--- src/rtl/mem_access_stage_pkg.sv ---
// Shared MEM-stage definitions: opcode classes, funct3 access encodings, FSM state
// and the alignment/strobe helpers used by the request path.
package risc_v_mem_pkg;

    localparam logic [6:0] LOAD  = 7'b0000011;
    localparam logic [6:0] STORE = 7'b0100011;

    localparam logic [2:0] F3_LB  = 3'd0;
    localparam logic [2:0] F3_LH  = 3'd1;
    localparam logic [2:0] F3_LW  = 3'd2;
    localparam logic [2:0] F3_LBU = 3'd4;
    localparam logic [2:0] F3_LHU = 3'd5;
    localparam logic [2:0] F3_SB  = 3'd0;
    localparam logic [2:0] F3_SH  = 3'd1;
    localparam logic [2:0] F3_SW  = 3'd2;

    typedef enum logic [1:0] {
        IDLE     = 2'd0,
        REQ      = 2'd1,
        WAIT_RSP = 2'd2
    } mem_state_e;

    // Reserved funct3 codes are reported as not ok, so they take the misaligned path.
    function automatic logic access_ok(input logic is_store, input logic [2:0] funct3,
                                       input logic [1:0] offset);
        logic ok;
        case (funct3)
            F3_LB:   ok = 1'b1;
            F3_LH:   ok = !offset[0];
            F3_LW:   ok = (offset == 2'b00);
            F3_LBU:  ok = !is_store;
            F3_LHU:  ok = !is_store && !offset[0];
            default: ok = 1'b0;
        endcase
        return ok;
    endfunction

    function automatic logic [3:0] store_strobe(input logic [2:0] funct3, input logic [1:0] offset);
        logic [3:0] strb;
        case (funct3)
            F3_SB:   strb = 4'b0001 << offset;
            F3_SH:   strb = 4'b0011 << {offset[1], 1'b0};
            default: strb = 4'b1111;
        endcase
        return strb;
    endfunction

endpackage

--- src/rtl/mem_access_stage_if.sv ---
// Data-memory request/response port between the MEM stage (master) and memory (slave).
interface mem_access_stage_if #(
    parameter int DATA_WIDTH = 32
);
    logic                  mem_req_valid;
    logic                  mem_req_ready;
    logic                  mem_req_we;
    logic [DATA_WIDTH-1:0] mem_req_addr;
    logic [DATA_WIDTH-1:0] mem_req_wdata;
    logic [3:0]            mem_req_wstrb;
    logic                  mem_rsp_valid;
    logic [DATA_WIDTH-1:0] mem_rsp_rdata;

    modport master (
        output mem_req_valid, mem_req_we, mem_req_addr, mem_req_wdata, mem_req_wstrb,
        input  mem_req_ready, mem_rsp_valid, mem_rsp_rdata
    );

    modport slave (
        input  mem_req_valid, mem_req_we, mem_req_addr, mem_req_wdata, mem_req_wstrb,
        output mem_req_ready, mem_rsp_valid, mem_rsp_rdata
    );
endinterface

--- src/rtl/mem_access_stage_load_align.sv ---
// Load formatter: picks the addressed byte/half from the raw word and sign/zero-extends it.
module mem_load_align
    import risc_v_mem_pkg::*;
#(
    parameter int REG_WIDTH = 32
) (
    input  logic [REG_WIDTH-1:0] rdata,
    input  logic [2:0]           funct3,
    input  logic [1:0]           offset,
    output logic [REG_WIDTH-1:0] result
);

    logic [7:0]  lane [4];
    logic [7:0]  byte_sel;
    logic [15:0] half_sel;

    genvar gi;
    generate
        for (gi = 0; gi < 4; gi++) begin : g_lane
            assign lane[gi] = rdata[8*gi +: 8];
        end
    endgenerate

    assign byte_sel = lane[offset];
    assign half_sel = offset[1] ? rdata[31:16] : rdata[15:0];

    always_comb begin
        result = rdata;
        case (funct3)
            F3_LB:   result = {{(REG_WIDTH-8){byte_sel[7]}}, byte_sel};
            F3_LBU:  result = {{(REG_WIDTH-8){1'b0}}, byte_sel};
            F3_LH:   result = {{(REG_WIDTH-16){half_sel[15]}}, half_sel};
            F3_LHU:  result = {{(REG_WIDTH-16){1'b0}}, half_sel};
            default: result = rdata;
        endcase
    end

endmodule

--- src/rtl/mem_access_stage.sv ---
// MEM pipeline stage: issues loads/stores over a valid/ready port, stalls while an access
// is in flight, formats load data and passes everything else straight to MEM/WB.
module mem_access_stage
    import risc_v_mem_pkg::*;
#(
    parameter int REG_WIDTH      = 32,
    parameter int REG_ADDR_WIDTH = 5
) (
    input  logic                      clk,
    input  logic                      reset,
    input  logic [REG_WIDTH-1:0]      EX_MEM_alu_out,
    input  logic [REG_WIDTH-1:0]      EX_MEM_dataB,
    input  logic [6:0]                EX_MEM_inst_opcode,
    input  logic [2:0]                EX_MEM_funct3,
    input  logic [REG_ADDR_WIDTH-1:0] EX_MEM_rd,
    input  logic                      EX_MEM_reg_write_en,
    mem_access_stage_if.master        mem,
    output logic                      mem_stall,
    output logic                      mem_misaligned,
    output logic [REG_WIDTH-1:0]      MEM_result,
    output logic [REG_ADDR_WIDTH-1:0] MEM_rd,
    output logic                      MEM_reg_write_en
);

    mem_state_e            state_q, state_d;
    logic                  req_valid_q, req_valid_d;
    logic                  req_we_q, req_we_d;
    logic [REG_WIDTH-1:0]  req_addr_q, req_addr_d;
    logic [REG_WIDTH-1:0]  req_wdata_q, req_wdata_d;
    logic [3:0]            req_wstrb_q, req_wstrb_d;
    logic [2:0]            funct3_q, funct3_d;
    logic [1:0]            offset_q, offset_d;

    logic                  is_load, is_store, is_mem, aligned;
    logic [1:0]            offset;
    logic [REG_WIDTH-1:0]  store_data;
    logic [REG_WIDTH-1:0]  load_data;

    assign is_load  = (EX_MEM_inst_opcode == LOAD);
    assign is_store = (EX_MEM_inst_opcode == STORE);
    assign is_mem   = is_load || is_store;
    assign offset   = EX_MEM_alu_out[1:0];
    assign aligned  = access_ok(is_store, EX_MEM_funct3, offset);

    // Replicate the store operand across byte lanes so the strobes alone pick the target bytes.
    genvar gi;
    generate
        for (gi = 0; gi < 4; gi++) begin : g_store_lane
            assign store_data[8*gi +: 8] =
                (EX_MEM_funct3 == F3_SB) ? EX_MEM_dataB[7:0] :
                (EX_MEM_funct3 == F3_SH) ? EX_MEM_dataB[8*(gi%2) +: 8] :
                                           EX_MEM_dataB[8*gi +: 8];
        end
    endgenerate

    mem_load_align #(
        .REG_WIDTH (REG_WIDTH)
    ) u_load_align (
        .rdata  (mem.mem_rsp_rdata),
        .funct3 (funct3_q),
        .offset (offset_q),
        .result (load_data)
    );

    always_ff @(posedge clk) begin
        if (reset) begin
            state_q     <= IDLE;
            req_valid_q <= 1'b0;
            req_we_q    <= 1'b0;
            req_addr_q  <= '0;
            req_wdata_q <= '0;
            req_wstrb_q <= '0;
            funct3_q    <= '0;
            offset_q    <= '0;
        end else begin
            state_q     <= state_d;
            req_valid_q <= req_valid_d;
            req_we_q    <= req_we_d;
            req_addr_q  <= req_addr_d;
            req_wdata_q <= req_wdata_d;
            req_wstrb_q <= req_wstrb_d;
            funct3_q    <= funct3_d;
            offset_q    <= offset_d;
        end
    end

    always_comb begin
        state_d     = state_q;
        req_valid_d = req_valid_q;
        req_we_d    = req_we_q;
        req_addr_d  = req_addr_q;
        req_wdata_d = req_wdata_q;
        req_wstrb_d = req_wstrb_q;
        funct3_d    = funct3_q;
        offset_d    = offset_q;
        case (state_q)
            IDLE: begin
                if (is_mem && aligned) begin
                    state_d     = REQ;
                    req_valid_d = 1'b1;
                    req_we_d    = is_store;
                    req_addr_d  = {EX_MEM_alu_out[REG_WIDTH-1:2], 2'b00};
                    req_wdata_d = is_store ? store_data : '0;
                    req_wstrb_d = is_store ? store_strobe(EX_MEM_funct3, offset) : 4'b0000;
                    funct3_d    = EX_MEM_funct3;
                    offset_d    = offset;
                end
            end
            REQ: begin
                if (mem.mem_req_ready) begin
                    req_valid_d = 1'b0;
                    state_d     = req_we_q ? IDLE : WAIT_RSP;
                end
            end
            WAIT_RSP: begin
                if (mem.mem_rsp_valid) begin
                    state_d = IDLE;
                end
            end
            default: state_d = IDLE;
        endcase
    end

    // While reset is high the stage behaves as an idle pass-through with no stall or fault.
    always_comb begin
        mem_stall        = 1'b0;
        mem_misaligned   = 1'b0;
        MEM_result       = EX_MEM_alu_out;
        MEM_rd           = EX_MEM_rd;
        MEM_reg_write_en = EX_MEM_reg_write_en;
        if (reset) begin
            if (is_mem) begin
                MEM_reg_write_en = 1'b0;
            end
        end else begin
            case (state_q)
                IDLE: begin
                    if (is_mem) begin
                        MEM_reg_write_en = 1'b0;
                        mem_stall        = aligned;
                        mem_misaligned   = !aligned;
                    end
                end
                REQ: begin
                    MEM_reg_write_en = 1'b0;
                    mem_stall        = !(mem.mem_req_ready && req_we_q);
                end
                WAIT_RSP: begin
                    if (mem.mem_rsp_valid) begin
                        MEM_result = load_data;
                    end else begin
                        mem_stall        = 1'b1;
                        MEM_reg_write_en = 1'b0;
                    end
                end
                default: MEM_reg_write_en = 1'b0;
            endcase
        end
    end

    assign mem.mem_req_valid = req_valid_q;
    assign mem.mem_req_we    = req_we_q;
    assign mem.mem_req_addr  = req_addr_q;
    assign mem.mem_req_wdata = req_wdata_q;
    assign mem.mem_req_wstrb = req_wstrb_q;

endmodule

--- src/flat_wrapper.sv ---
// flat-port wrapper written by rule: the top's interface ports become plain ports
module mem_access_stage_flat import risc_v_mem_pkg::*;
#(
    parameter int REG_WIDTH      = 32,
    parameter int REG_ADDR_WIDTH = 5
)
  (clk, reset, EX_MEM_alu_out, EX_MEM_dataB, EX_MEM_inst_opcode, EX_MEM_funct3, EX_MEM_rd, EX_MEM_reg_write_en, mem_stall, mem_misaligned, MEM_result, MEM_rd, MEM_reg_write_en, mem_mem_req_valid, mem_mem_req_we, mem_mem_req_addr, mem_mem_req_wdata, mem_mem_req_wstrb, mem_mem_req_ready, mem_mem_rsp_valid, mem_mem_rsp_rdata);
  mem_access_stage_if #(.DATA_WIDTH(32)) mem_i ();
  input  logic clk;
  input  logic reset;
  input  logic [REG_WIDTH-1:0] EX_MEM_alu_out;
  input  logic [REG_WIDTH-1:0] EX_MEM_dataB;
  input  logic [6:0] EX_MEM_inst_opcode;
  input  logic [2:0] EX_MEM_funct3;
  input  logic [REG_ADDR_WIDTH-1:0] EX_MEM_rd;
  input  logic EX_MEM_reg_write_en;
  output logic mem_stall;
  output logic mem_misaligned;
  output logic [REG_WIDTH-1:0] MEM_result;
  output logic [REG_ADDR_WIDTH-1:0] MEM_rd;
  output logic MEM_reg_write_en;
  output wire logic [$bits(mem_i.mem_req_valid)-1:0] mem_mem_req_valid;
  output wire logic [$bits(mem_i.mem_req_we)-1:0] mem_mem_req_we;
  output wire logic [$bits(mem_i.mem_req_addr)-1:0] mem_mem_req_addr;
  output wire logic [$bits(mem_i.mem_req_wdata)-1:0] mem_mem_req_wdata;
  output wire logic [$bits(mem_i.mem_req_wstrb)-1:0] mem_mem_req_wstrb;
  input wire logic [$bits(mem_i.mem_req_ready)-1:0] mem_mem_req_ready;
  input wire logic [$bits(mem_i.mem_rsp_valid)-1:0] mem_mem_rsp_valid;
  input wire logic [$bits(mem_i.mem_rsp_rdata)-1:0] mem_mem_rsp_rdata;
  assign mem_mem_req_valid = mem_i.mem_req_valid;
  assign mem_mem_req_we = mem_i.mem_req_we;
  assign mem_mem_req_addr = mem_i.mem_req_addr;
  assign mem_mem_req_wdata = mem_i.mem_req_wdata;
  assign mem_mem_req_wstrb = mem_i.mem_req_wstrb;
  assign mem_i.mem_req_ready = mem_mem_req_ready;
  assign mem_i.mem_rsp_valid = mem_mem_rsp_valid;
  assign mem_i.mem_rsp_rdata = mem_mem_rsp_rdata;
  mem_access_stage #(.REG_WIDTH(REG_WIDTH), .REG_ADDR_WIDTH(REG_ADDR_WIDTH)) u_core (.clk(clk), .reset(reset), .EX_MEM_alu_out(EX_MEM_alu_out), .EX_MEM_dataB(EX_MEM_dataB), .EX_MEM_inst_opcode(EX_MEM_inst_opcode), .EX_MEM_funct3(EX_MEM_funct3), .EX_MEM_rd(EX_MEM_rd), .EX_MEM_reg_write_en(EX_MEM_reg_write_en), .mem(mem_i), .mem_stall(mem_stall), .mem_misaligned(mem_misaligned), .MEM_result(MEM_result), .MEM_rd(MEM_rd), .MEM_reg_write_en(MEM_reg_write_en));
endmodule
--- config.mk ---
export PLATFORM = sky130hd
export DESIGN_NAME = mem_access_stage_flat
export DESIGN_NICKNAME = d
export VERILOG_FILES = /design/src/rtl/mem_access_stage_pkg.sv /design/src/rtl/mem_access_stage_if.sv /design/src/rtl/mem_access_stage_load_align.sv /design/src/rtl/mem_access_stage.sv /design/src/flat_wrapper.sv
export SDC_FILE = /design/constraint.sdc
export NUM_CORES = 1
export LEC_CHECK = 0
export ABC_CLOCK_PERIOD_IN_PS = 2000
export CAP_MARGIN = 20
export CORE_ASPECT_RATIO = 1.25
export CORE_UTILIZATION = 30
export CTS_CLUSTER_DIAMETER = 60
export DETAILED_ROUTE_END_ITERATION = 10
export PLACE_DENSITY_LB_ADDON = 0.1
export SYNTH_ARGS = -nofsm -noshare
export SYNTH_HDL_FRONTEND = slang
export SYNTH_SLANG_ARGS = --single-unit
export TNS_END_PERCENT = 30
--- constraint.sdc ---
create_clock -name clk -period 2 [get_ports clk]
set_input_delay 0.3 -clock clk [delete_from_list [all_inputs] [get_ports clk]]
set_output_delay 0.3 -clock clk [all_outputs]
set_load 0.03 [all_outputs]
; Word-level counts from Yosys, hierarchy flattened
; Index checks and enable logic that the tools add are counted.
[word_totals]
output_inout_bits = 110
word_cells = 78
register_bits = 75
input_bits = 116
[classes]
n_bitwise = 1
n_lt_le_gt_ge = 1
shift = 2
reduce_logical = 16
eq_ne = 14
mux = 36
[op_table]
columns = cell, n
row1 = two-way mux 32 bit, 4
row2 = one-hot mux 32 bit (4 select lines), 1
row3 = two-way mux 8 bit, 7
row4 = binary-select mux 8 bit (select 2 bit), 1
row5 = two-way mux 16 bit, 1
row6 = == test 3 bit (second input constant), 4
row7 = two-way mux 1 bit, 11
row8 = two-way mux 2 bit, 4
row9 = one-hot mux 4 bit (2 select lines), 1
row10 = == test 7 x 2 -> 1 bit (second input constant), 1
row11 = == test 7 x 6 -> 1 bit (second input constant), 1
row12 = == test 3 x 1 -> 1 bit (second input constant), 2
row13 = zero test 3 bit, 2
row14 = one-hot mux 2 bit (3 select lines), 1
row15 = AND reduction 3 bit, 2
row16 = one-hot mux 1 bit (5 select lines), 1
row17 = zero test 1 bit, 4
row18 = zero test 2 bit, 2
row19 = two-way mux 4 bit, 1
row20 = != test 2 bit (second input constant), 2
row21 = one-hot mux 1 bit (2 select lines), 2
row22 = left shift 1 x 2 -> 4 bit (first input constant), 1
row23 = left shift 2 x 2 -> 4 bit (first input constant), 1
row24 = == test 3 x 2 -> 1 bit (second input constant), 1
row25 = other kinds (10), 12

; Longest topological paths before layout
; Gate-level depths: netlist (run 1).
[depth]
word_depth = 8
mapped_depth = 7
mapped_depth_nobuf = 4

; Modules after synthesis
; Synthesis (run 1) repeated with hierarchy kept, for this count alone.
[hier_totals]
hier_cells = 511
hier_area_um2 = 4164.0
[modules_own_cells]
columns = module, area_per_inst_um2, instances, seq_area_each_um2, cells_per_inst
row1 = mem_access_stage, 3535.9, 1, 1501.4, 402
row2 = mem_load_align, 628.1, 1, 0.0, 109

; Worst setup path after synthesis (run 1)
; No wires, ideal clock.
[synth_timing]
kind = input to output
from = input port EX_MEM_alu_out[0]
to = output port mem_stall
path_stages = 5
arrival_time_ns = 1.907
required_time_ns = 1.700
setup_slack_ns = -0.207
path_buffers = 2
cell_sequence = buf_2 a221oi_2 o2111ai_1 clkbuf_1 a21oi_1
[synth_between]
elab_chain_len = 6
word_cells_on_any_way = 7
classes_between = mux: 4 / reduce/logical: 3
[synth_lines]
columns = element, line
row1 = from (decl), flat_wrapper.sv:11  ; input logic [REG_WIDTH-1:0] EX_MEM_alu_out;
row2 = zero test 1 bit, "mem_access_stage_pkg.sv:29, mem_access_stage_pkg.sv:32"
row3 = logical AND 1 bit, mem_access_stage_pkg.sv:32  ; F3_LHU: ok = !is_store && !offset[0];
row4 = one-hot mux 1 bit (5 select lines) *, mem_access_stage_pkg.sv:27  ; case (funct3)
row5 = two-way mux 1 bit *, mem_access_stage.sv:138  ; if (is_mem) begin
row6 = one-hot mux 1 bit (3 select lines) *, mem_access_stage.sv:136  ; case (state_q)
row7 = two-way mux 1 bit *, mem_access_stage.sv:131  ; if (reset) begin
row8 = to (decl), flat_wrapper.sv:17  ; output logic mem_stall;
; Every way passes the cells marked *; elsewhere a longest branch is shown, timed or not.

; Worst setup path in the final report (run 1)
[layout_timing]
from = input port mem_mem_rsp_rdata[15]
to = output port MEM_result[11]
[layout_between]
elab_chain_len = 7
[layout_lines]
columns = element, line
row1 = from (decl), flat_wrapper.sv:29  ; input wire logic [$bits(mem_i.mem_rsp_rdata)-1:0] mem_mem_rsp_rdata;
row2 = binary-select mux 8 bit (select 2 bit), mem_access_stage_load_align.sv:24  ; assign byte_sel = lane[offset];
row3 = two-way mux 8 bit (implied by the code) (2 in series), mem_access_stage_load_align.sv:24
row4 = one-hot mux 32 bit (4 select lines), mem_access_stage_load_align.sv:29  ; case (funct3)
row5 = two-way mux 32 bit, mem_access_stage.sv:149  ; if (mem.mem_rsp_valid) begin
row6 = two-way mux 32 bit, mem_access_stage.sv:136
row7 = two-way mux 32 bit, mem_access_stage.sv:131
row8 = to (decl), flat_wrapper.sv:19  ; output logic [REG_WIDTH-1:0] MEM_result;
; No other way between the ends. The select of a mux whose other input is x is not followed.

==> parameters.txt, run 1 <==
Parameter                              Value

GRT
  Antenna violations before repair    0
  Total gr overflow    0
  Maximum number of pins on one net before global-route repair    54
  Global-route wire length before repair    around 26 mm
  Number of global-route vias before repair    just under 5,000
  GRT Overall Usage    between 20% and 30%

Placed design
  HPWL reported at the end of detailed placement    ~13 mm
  IO Port Bufs    213
  Instance count after placement with tap cells included    approximately 940
  Final GP Congestion    0.8577

Final layout
  Filler cells    1,264
  ANT cells    0
  Area overhead of the layout relative to synthesis    79.24%
  Final nets    ~910
  Non-filler instance count after layout    around 970
  Layout cell share with drive strength beyond 1    between 20 and 25%

Power
  Highest ir drop seen on vdd    0.0003206 V
  Leakage    about 2.8 nW
  P per Cell Area    524.6 mW/mm^2
  Overall power after layout    roughly 4 mW

Detailed routing
  Count of routing violations after the opening detailed-route iteration    around 210
  Post-route ant nets    0
  DR pass1 iterations    4
  Via count of the routed design    roughly 4,900
  Post-Route WL    16.95 mm
  Average wire length per cell after detail routing    around 18 microns
  Total DRC errors in the routed layout    0
  Detailed-route vias per instance    about 5.1

Critical path
  Worst Path Required    ~1700 ps
  CP Max Fanout    4
  Endpoint arrival time on the critical path    1950 ps
  Critical path start-end classification    input pin to primary output
  Critical Path Start Type    input pin
  Crit. End Element    primary output

Clock tree
  H-tree levels    3
  Clock slew at reported path FFs    around 70 ps
  Sink count of the clock tree    75
  Cell at the root of the clock tree    sky130_fd_sc_hd__clkbuf_16
  Hold Buf Count CTS    0
  Clock tree from TritonCTS    yes
  Clock latency on the worst-skew pair    between 300 and 400 ps
  Number of clock buffers inserted by TritonCTS    9
  Number of buffers on the longest clock path    2

Floorplanning
  Count of boundary I/O pins    ~230
  Number of placement rows    47
  Die span in x    around 110 microns
  Core box area    ~0.013 sq mm
  Total die area    0.01436 sq mm
  Die height    between 100 and 150 microns
  Starting utilization of the core area    31.07%

Min path
  Hold/Removal Path Class    register to register

STA
  Setup clock skew after layout    8.675 ps
  Clock period minus final worst setup slack    approximately 2200 ps
  Worst hold margin    between 400 and 500 ps
  Final hold violation count    0
  Timing-limited maximum frequency    ~0.44 GHz
  Number of max-slew violations in the final report    0
  Setup WS post-layout    -248.2 ps
  Worst max-slew margin expressed relative to the limit    between 50% and 60%
  Pin slew with the least headroom to its limit    about 600 ps
  Final setup violation count    32
  RSZ-0062 raised after global routing    yes
  Final period util    112.4%

Logic synthesis
  Post-synth EDFFs    0
  Count of unique library cells instantiated by Yosys    42
  Most used flip-flop cell after synthesis    sky130_fd_sc_hd__dfxtp_1
  Fraction of synthesized cell area taken by the top area cell type    36.05%
  #FFs+latches synth    75
  Largest cells by area after synthesis    sky130_fd_sc_hd__dfxtp_1 36%, sky130_fd_sc_hd__nand2_1 12%, sky130_fd_sc_hd__a21oi_1 9.0%
  Number of warning messages in the yosys log    0
  Post-synthesis instance area    roughly 0.0042 sq mm
  Cell type with the highest aggregate area in the netlist    sky130_fd_sc_hd__dfxtp_1
  Post-synthesis async set-or-reset flop share    0%
  Synthesized instance count    546
  Register area share after synthesis    36.05%
  Synthesized area divided by synthesized cell count    between 7 and 8 sq um

Job
  Max Cap Viol    0

Outcome
  Failing checks    negative setup slack
  Status    complete, but fails checks
[power breakdown]
part / internal (mW) / total (mW) / switching (mW)
clock network: 0.990 / 1.72 / 0.726
registers: 1.49 / 1.49 / 0.00225
logic: 0.377 / 0.707 / 0.330
total: 2.86 / 3.92 / 1.06
[routing by layer]
| layer | routed length (microns) | vias up | part of all wire, % | global-route usage, % |
|---|---|---|---|---|
| li1 | - | 2410 | - | - |
| met5 | 0 | - | 0 | 0 |
| met4 | 437 | 0 | 2.6 | 8.143 |
| met1 | 7002 | 2299 | 41 | 27.48 |
| met3 | 1192 | 21 | 7.0 | 6.164 |
| met2 | 8318 | 175 | 49 | 39.96 |
[what timing repair did]
action / 4_1_cts / 5_1_grt
endpoints found under the setup margin: 34 / 35
endpoints found under the hold margin: 0 / 0
setup buffers: 4 / 1
resized for setup: 90 / 23
pin swaps: 5 / 5
gates cloned: 1 / 0
[metrics by stage]
step	worst slack (ps)	util, %	setup TNS [ps]	cell area [sq um]
floorplan	-134.9	-	-871.0	4183
global placement	-626.3	50.59	-28610	6783
detailed placement	-595.2	50.59	-32010	6783
CTS	-269.6	54.92	-5812	7363
global route	-323.4	55.68	-7426	7466
finish	-248.2	55.68	-5124	7466
[layout make-up]
| type | count | area, sq um | share of cell area (%) |
|---|---|---|---|
| multi-input combinational | 413 | 2562 | 34.32 |
| clock buffer | 9 | 225.2 | 3.017 |
| clock inverter | 7 | 82.58 | 1.106 |
| sequential | 75 | 1516 | 20.31 |
| timing repair buffer | 289 | 2858 | 38.28 |
| tap | 171 | 214.0 | 2.866 |
| inverter | 2 | 7.507 | 0.1006 |
[sequential cells by signal (all words and copies together), names as in the netlist]
register / count
u_core.funct3_q: 3
u_core.mem.mem_req_addr: 30
u_core.mem.mem_req_valid: 1
u_core.mem.mem_req_wdata: 32
u_core.mem.mem_req_we: 1
u_core.mem.mem_req_wstrb: 4
u_core.offset_q: 2
u_core.state_q: 2
[Yosys cell counts, types with 2 or more instances]
| library cell | instances |
|---|---|
| sky130_fd_sc_hd__nand2_1 | 131 |
| sky130_fd_sc_hd__buf_2 | 13 |
| sky130_fd_sc_hd__buf_1 | 3 |
| sky130_fd_sc_hd__buf_4 | 8 |
| sky130_fd_sc_hd__nor4bb_1 | 8 |
| sky130_fd_sc_hd__nand3b_1 | 8 |
| sky130_fd_sc_hd__a31oi_1 | 2 |
| sky130_fd_sc_hd__mux2_2 | 7 |
| sky130_fd_sc_hd__a21oi_1 | 75 |
| sky130_fd_sc_hd__nor3_1 | 5 |
| sky130_fd_sc_hd__inv_1 | 2 |
| sky130_fd_sc_hd__clkbuf_1 | 33 |
| sky130_fd_sc_hd__dfxtp_1 | 75 |
| sky130_fd_sc_hd__nor2_1 | 17 |
| sky130_fd_sc_hd__mux2i_1 | 31 |
| sky130_fd_sc_hd__o22a_1 | 6 |
| sky130_fd_sc_hd__o21ai_0 | 24 |
| sky130_fd_sc_hd__nand2b_1 | 6 |
| sky130_fd_sc_hd__mux4_2 | 2 |
| sky130_fd_sc_hd__nand3_1 | 41 |
| sky130_fd_sc_hd__o2bb2ai_1 | 20 |
| sky130_fd_sc_hd__o2111ai_1 | 9 |
[cells in the final DEF (no fill, tap or decap), drive strengths merged, types with 2 or more instances in the layout]
cell / n
buf: 111
nor3: 5
clkdlybuf4s50: 170
nor4bb: 8
dfxtp: 75
conb: 2
a31oi: 2
nor4: 2
a21oi: 75
clkbuf: 9
nand2b: 6
dlygate4sd2: 7
nor2: 17
mux2: 7
nand2: 131
mux4: 2
clkinvlp: 2
inv: 6
o2111ai: 9
nand3b: 8
o21ai: 24
mux2i: 31
nand3: 41
o2bb2ai: 20
o22a: 6
[worst max-delay path, stage by stage]
cell and delay [ps]:
sky130_fd_sc_hd__clkdlybuf4s50_1 440, sky130_fd_sc_hd__mux4_2 520, sky130_fd_sc_hd__a211oi_2 200, sky130_fd_sc_hd__buf_4 170
sky130_fd_sc_hd__buf_6 120, sky130_fd_sc_hd__a21oi_2 60, sky130_fd_sc_hd__buf_6 140
[cells by family after synthesis]
kind of cell | count (synthesis) | share of synthesized area (%)
mux | 40 | 10.42
simple gates | 225 | 25.17
flops | 75 | 36.05
other cells | 1 | 0.09003
buf+inv | 59 | 6.428
compound gates | 146 | 21.84
[worst paths after layout]
kind                                                          startpoint                                        end  slack, ps  cells after the start
worst max-delay path                               mem_mem_rsp_rdata[15]                             MEM_result[11]       -250                      7
worst min-delay path            u_core.mem.mem_req_wdata[4]$_SDFFE_PP0P_   u_core.mem.mem_req_wdata[4]$_SDFFE_PP0P_        450                      2
worst max register to register            u_core.state_q[1]$_SDFFE_PP0P_  u_core.mem.mem_req_wdata[11]$_SDFFE_PP0P_        110                      7
worst min register to register  u_core.mem.mem_req_wdata[4]$_SDFFE_PP0P_   u_core.mem.mem_req_wdata[4]$_SDFFE_PP0P_        450                      2
No activity file was read; power rests on OpenSTA's default activity.
==> inputs of run 2 (changes only) <==
--- a/config.mk
+++ b/config.mk
@@ -5,7 +5,7 @@
 export SDC_FILE = /design/constraint.sdc
 export NUM_CORES = 1
 export LEC_CHECK = 0
-export ABC_CLOCK_PERIOD_IN_PS = 2000
+export ABC_CLOCK_PERIOD_IN_PS = 1950
 export CAP_MARGIN = 20
 export CORE_ASPECT_RATIO = 1.25
 export CORE_UTILIZATION = 30
@@ -15,4 +15,4 @@
 export SYNTH_ARGS = -nofsm -noshare
 export SYNTH_HDL_FRONTEND = slang
 export SYNTH_SLANG_ARGS = --single-unit
-export TNS_END_PERCENT = 30
+export TNS_END_PERCENT = 20
==> constraint.sdc (replaced) <==
create_clock -name clk -period 1.95 [get_ports clk]
set_input_delay 0.2925 -clock clk [delete_from_list [all_inputs] [get_ports clk]]
set_output_delay 0.2925 -clock clk [all_outputs]
set_load 0.03 [all_outputs]
==> run 2 against run 1 <==
  * The flow still finishes with violations (negative setup slack)
  * Worst hold slack worse by 51 ps
  * Global-route usage up 0.13 points
  * Worst setup slack better by 23 ps
  * Sequential power up 3%
  * First-iteration DRC count up 3.9%
  * Clock skew up 0.52 ps
  * Clock power about the same
  * Flip-flop and latch count unchanged
  * Die area unchanged
  * Via count down 1.6%
==> parameters.txt, run 2 (same netlist as run 1, synthesis figures left out) <==
Parameter                              Value

Floorplanning
  Number of placement rows    47
  Die span in x    roughly 110 microns
  Core box area    about 0.013 sq mm
  Count of boundary I/O pins    between 200 and 250
  Die height    between 100 and 150 microns
  Starting utilization of the core area    a little under a third
  Total die area    between 0.01 and 0.015 sq mm

Critical path
  Crit. End Element    primary output
  CP Max Fanout    7
  Critical path's top delay family    multiplexers
  Endpoint arrival time on the critical path    ~1900 ps
  Cell breakdown of the critical path    mux4_2, a211oi_4, buf_12, a21oi_2, buf_6
  Combined buffer and inverter count along the critical path    2
  Critical Path Start Type    register
  Critical path start-end classification    register to primary output
  Worst Path Required    between 1500 and 2000 ps
  Worst path max stage delay    560 ps
  Slowest stage cell on the critical path    sky130_fd_sc_hd__mux4_2

GRT
  Maximum number of pins on one net before global-route repair    51
  Antenna violations before repair    0
  GRT Overall Usage    23.31%
  Total gr overflow    0
  Number of global-route vias before repair    4,807
  Global-route wire length before repair    25.81 mm

Final layout
  Sequential cell area in the final layout    approximately 0.0015 sq mm
  Layout cell share with drive strength beyond 1    a little over a fifth
  Most frequent standard cell in the layout excluding fill and tap cells    sky130_fd_sc_hd__clkdlybuf4s50_1
  Max reg flops    32
  Final nets    898
  Filler cells    approximately 1,300
  Top library cells by usage in the layout, fill and taps aside    167 x sky130_fd_sc_hd__clkdlybuf4s50_1, 131 x sky130_fd_sc_hd__nand2_1, 69 x sky130_fd_sc_hd__dfxtp_1
  Non-filler instance count after layout    ~960
  End-of-flow core utilization    around 56%
  Area overhead of the layout relative to synthesis    79.78%
  ANT cells    0
  Area of combinational cells with multiple inputs    between 0.002 and 0.003 sq mm

Clock tree
  Clock slew at reported path FFs    60 ps
  Number of buffers on the longest clock path    2
  Number of clock buffers inserted by TritonCTS    9
  Clock tree from TritonCTS    yes
  Clock latency on the worst-skew pair    around 340 ps
  H-tree levels    3
  Cell at the root of the clock tree    sky130_fd_sc_hd__clkbuf_16
  Sink count of the clock tree    75

Power
  Leakage    between 2 and 3 nW
  Net Switching    1.068 mW
  Internal power contribution    between 2 and 3 mW
  Clock network power share    a little over two fifths
  Power share of the sequential group    a little under two fifths
  Combinational share of power    between 10% and 20%
  P per Cell Area    ~530 mW/mm^2
  Overall power after layout    4.002 mW
  Switching share of power    26.69%
  Highest ir drop seen on vdd    between 0.0004 and 0.0005 V

STA
  Number of max-slew violations in the final report    0
  Worst max-slew margin expressed relative to the limit    between 60% and 70%
  Final hold violation count    0
  Setup clock skew after layout    a little over 9 ps
  RSZ-0062 raised after global routing    yes
  Final period util    111.6%
  Clock period minus final worst setup slack    between 2000 and 2500 ps
  Pin slew with the least headroom to its limit    around 560 ps
  Final setup violation count    32
  Setup WS post-layout    -225.7 ps
  Setup Total Neg Slack    -5178 ps
  Timing-limited maximum frequency    0.4596 GHz

Detailed routing
  Post-Route WL    around 17 mm
  Post-route ant nets    0
  DR pass1 iterations    4
  Total DRC errors in the routed layout    0
  Average wire length per cell after detail routing    17.63 microns
  Detailed-route vias per instance    about 5.0
  Via count of the routed design    between 4,000 and 5,000
  Count of routing violations after the opening detailed-route iteration    between 200 and 250

Outcome
  Failing checks    negative setup slack
  Status    complete, but fails checks

Job
  Max Cap Viol    0

Placed design
  Instance count after placement with tap cells included    about 940
  IO Port Bufs    213
  Final GP Congestion    approximately 0.85
  HPWL reported at the end of detailed placement    12.90 mm

Min path
  Hold/Removal Path Class    input pin to register
[run 2: cell types whose count changed in the layout (fill, tap and decap cells not counted), sizes merged]
cell	before	now
buf	111	103
bufbuf	1	0
clkdlybuf4s15	0	1
clkdlybuf4s50	170	167
clkinv	0	1
dlygate4sd2	7	4
dlymetal6s2s	0	6
inv	6	5
[run 2: metrics by stage]
stage	worst slack (ps)	area, sq um	hold slack [ps]
2_1_floorplan	-69.18	4234	433.0
3_3_place_gp	-472.7	6819	438.6
3_5_place_dp	-501.5	6819	443.6
4_1_cts	-269.8	7376	384.2
5_1_grt	-281.7	7488	393.0
6_report	-225.7	7488	398.8
[run 2: final cells by class]
type	count	share of cell area (%)
multi-input combinational	413	35.05
timing repair buffer	281	37.63
inverter	2	0.1003
clock buffer	9	3.008
clock inverter	7	1.103
tap	171	2.857
sequential	75	20.25
[run 2: worst min-delay path: stages]
cell and delay [ps]:
sky130_fd_sc_hd__buf_2 140, sky130_fd_sc_hd__buf_4 190, sky130_fd_sc_hd__a21oi_1 50
[run 2: power groups by stage]
stage	clock network, mW	registers, mW	logic (mW)
floorplan	0	1.58	0.279
global placement	0	1.57	0.695
detailed placement	0	1.57	0.696
CTS	1.78	1.53	0.724
global route	1.86	1.53	0.769
finish	1.74	1.53	0.728
[run 2: path summary, 6_finish.rpt]
kind                                            from                                        end  depth (start not counted)  slack [ps]
max                  u_core.offset_q[1]$_SDFFE_PP0P_                              MEM_result[9]                          5        -230
min                                            reset  u_core.mem.mem_req_wdata[28]$_SDFFE_PP0P_                          3         400
max reg2reg           u_core.state_q[0]$_SDFFE_PP0P_  u_core.mem.mem_req_wdata[18]$_SDFFE_PP0P_                          7         230
min reg2reg  u_core.mem.mem_req_addr[2]$_SDFFE_PP0P_    u_core.mem.mem_req_addr[2]$_SDFFE_PP0P_                          2         450
[run 2: timing repair]
action / 4_1_cts / 5_1_grt
setup buffers: 2 / 3
pin swaps: 2 / 9
resized for setup: 72 / 38
setup endpoints to repair: 45 / 63
hold buffers: 0 / 0
[run 2: routing by layer]
layer | share of wire (%) | up-vias | GRT usage [%]
li1 | - | 2391 | -
met5 | 0 | - | 0
met4 | 2.3 | 0 | 7.458
met1 | 42 | 2240 | 27.87
met3 | 6.8 | 19 | 5.724
met2 | 49 | 175 | 40.57
==> inputs of run 3 (changes only) <==
--- a/config.mk
+++ b/config.mk
@@ -7,8 +7,10 @@
 export LEC_CHECK = 0
 export ABC_CLOCK_PERIOD_IN_PS = 1950
 export CAP_MARGIN = 20
+export CELL_PAD_IN_SITES_DETAIL_PLACEMENT = 0
+export CELL_PAD_IN_SITES_GLOBAL_PLACEMENT = 2
 export CORE_ASPECT_RATIO = 1.25
-export CORE_UTILIZATION = 30
+export CORE_UTILIZATION = 18
 export CTS_CLUSTER_DIAMETER = 60
 export DETAILED_ROUTE_END_ITERATION = 10
 export PLACE_DENSITY_LB_ADDON = 0.1
==> run 3 against run 2 <==
  * The run still ends with negative setup slack left
  * Register-to-register slack worse by 90 ps
  * Worst setup slack worse by 94 ps
  * Total power up 1.9%
  * Critical endpoint is now MEM_result[14]
  * Largest cell class unchanged
==> parameters.txt, run 3 (same netlist as run 1, synthesis figures left out) <==
Parameter                              Value

STA
  Final period util    116.4%
  Worst max-slew margin expressed relative to the limit    between 60% and 70%
  Final setup violation count    30
  Clock period minus final worst setup slack    between 2000 and 2500 ps
  Number of max-slew violations in the final report    0
  Final hold violation count    0
  RSZ-0062 raised after global routing    yes
  Setup WS post-layout    -320.0 ps
  Timing-limited maximum frequency    between 0.4 and 0.5 GHz
  Setup clock skew after layout    6.755 ps
  Setup Total Neg Slack    -6848 ps
  Pin slew with the least headroom to its limit    546.2 ps

GRT
  Met2 demand-to-capacity share in global routing    ~30%
  Global-route wire length before repair    ~30 mm
  Antenna violations before repair    0
  Met3 layer usage reported by global route    4.791%
  Global routing met1 resource utilization    around a fifth
  GRT Overall Usage    ~17%
  Global routing's busiest layer    met2
  Total gr overflow    0
  Number of global-route vias before repair    5,260
  Maximum number of pins on one net before global-route repair    45

Floorplanning
  Die height    172.1 microns
  Number of placement rows    just over 60
  Starting utilization of the core area    between 15 and 20%
  Core box area    approximately 0.022 sq mm
  Count of boundary I/O pins    between 200 and 250
  Die span in x    approximately 140 microns
  Total die area    0.02376 sq mm

Placed design
  HPWL reported at the end of detailed placement    roughly 15 mm
  Pre-CTS setup slack    -610.5 ps
  Area post-placement    approximately 0.0072 sq mm
  Final GP Congestion    0.8765
  IO Port Bufs    ~210

Critical path
  Critical path start-end classification    register to primary output
  Crit. End Element    primary output
  R2R depth    7
  Critical Path Start Type    register
  CP Max Fanout    7
  Worst Path Required    between 1500 and 2000 ps
  Endpoint arrival time on the critical path    ~2000 ps

Detailed routing
  Post-Route WL    19.88 mm
  Count of routing violations after the opening detailed-route iteration    about 140
  Average wire length per cell after detail routing    between 15 and 20 microns
  Total DRC errors in the routed layout    0
  DR pass1 iterations    6
  Detailed-route vias per instance    approximately 4.6
  Via count of the routed design    a little under 5,000
  Post-route ant nets    0

Min path
  Hold/Removal Path Class    input pin to register
  Hold-critical path depth    3

Clock tree
  Clock tree from TritonCTS    yes
  Clock slew at reported path FFs    approximately 70 ps
  Number of clock buffers inserted by TritonCTS    9
  Clock latency on the worst-skew pair    between 300 and 400 ps
  Cell at the root of the clock tree    sky130_fd_sc_hd__clkbuf_16
  Sink count of the clock tree    75
  Number of buffers on the longest clock path    2
  H-tree levels    3

Outcome
  Status    complete, but fails checks
  Failing checks    negative setup slack

Final layout
  End-of-flow core utilization    35.12%
  ANT cells    0
  Layout cell share with drive strength beyond 1    about 25%
  Most frequent standard cell in the layout excluding fill and tap cells    sky130_fd_sc_hd__clkdlybuf4s50_1
  Filler cells    roughly 2,400
  Max reg flops    32
  Final nets    919
  Post-route cell area    around 0.0079 sq mm
  Area overhead of the layout relative to synthesis    89.19%
  Top library cells by usage in the layout, fill and taps aside    174 x sky130_fd_sc_hd__clkdlybuf4s50_1, 131 x sky130_fd_sc_hd__nand2_1, 76 x sky130_fd_sc_hd__buf_4

Power
  Power share of the sequential group    37.6%
  P per Cell Area    ~520 mW/mm^2
  Leakage    between 2 and 3 nW
  Net Switching    ~1.1 mW
  Overall power after layout    between 4 and 5 mW
  Clock network power share    roughly 43%
  Internal power contribution    2.986 mW
  Combinational share of power    19.1%
  Switching share of power    26.79%
  Highest ir drop seen on vdd    between 0.0003 and 0.0004 V

Job
  Max Cap Viol    0
run 3: per-stage QoR:
| stage | hold WS, ps | instances |
|---|---|---|
| 4_1_cts | 431.8 | 1091 |
| 5_1_grt | 457.1 | 1091 |
| 2_1_floorplan | 433.0 | 547 |
| 3_3_place_gp | 440.3 | 1071 |
| 6_report | 445.7 | 1091 |
| 3_5_place_dp | 445.6 | 1071 |
run 3: routing by layer:
layer	vias up	routed length, microns
met4	0	399
li1	2436	-
met1	2346	8298
met5	-	0
met3	23	1351
met2	170	9831
run 3: layout make-up:
type / instances / area (sq um) / area share [%]
multi-input cells: 413 / 2670 / 33.88
well taps: 283 / 354.1 / 4.493
clock inverters: 6 / 70.07 / 0.8892
inverters: 2 / 7.507 / 0.09527
repair buffers: 302 / 3027 / 38.41
clock buffers: 10 / 239.0 / 3.033
flip-flops and latches: 75 / 1513 / 19.20
run 3: worst paths after layout:
| check | from | end | slack, ps |
|---|---|---|---|
| min | reset | u_core.offset_q[1]$_SDFFE_PP0P_ | 450 |
| max | u_core.offset_q[1]$_SDFFE_PP0P_ | MEM_result[14] | -320 |
| max reg2reg | u_core.state_q[0]$_SDFFE_PP0P_ | u_core.mem.mem_req_wdata[19]$_SDFFE_PP0P_ | 140 |
| min reg2reg | u_core.mem.mem_req_wdata[4]$_SDFFE_PP0P_ | u_core.mem.mem_req_wdata[4]$_SDFFE_PP0P_ | 450 |
run 3: timing repair:
item | CTS | global route
pin swaps | 1 | 2
setup endpoints to repair | 35 | 39
cloned | 1 | 0
gates resized for setup | 103 | 14
hold buffers | 0 | 0
buffers inserted | 3 | 0
run 3: worst max-delay path, stage by stage (launching register included):
cell                       delay, ps
sky130_fd_sc_hd__dfxtp_4         390
sky130_fd_sc_hd__mux4_2          560
sky130_fd_sc_hd__a211oi_4        310
sky130_fd_sc_hd__buf_12          170
sky130_fd_sc_hd__a21oi_2          60
sky130_fd_sc_hd__buf_6           140
run 3: power groups by stage:
| stage | Clock [mW] | Sequential (mW) | Combinational [mW] |
|---|---|---|---|
| after floorplan | 0 | 1.58 | 0.279 |
| after global routing | 1.88 | 1.53 | 0.828 |
| after detailed placement | 0 | 1.57 | 0.752 |
| final | 1.76 | 1.53 | 0.779 |
| after CTS | 1.84 | 1.54 | 0.784 |
| after global placement | 0 | 1.57 | 0.752 |
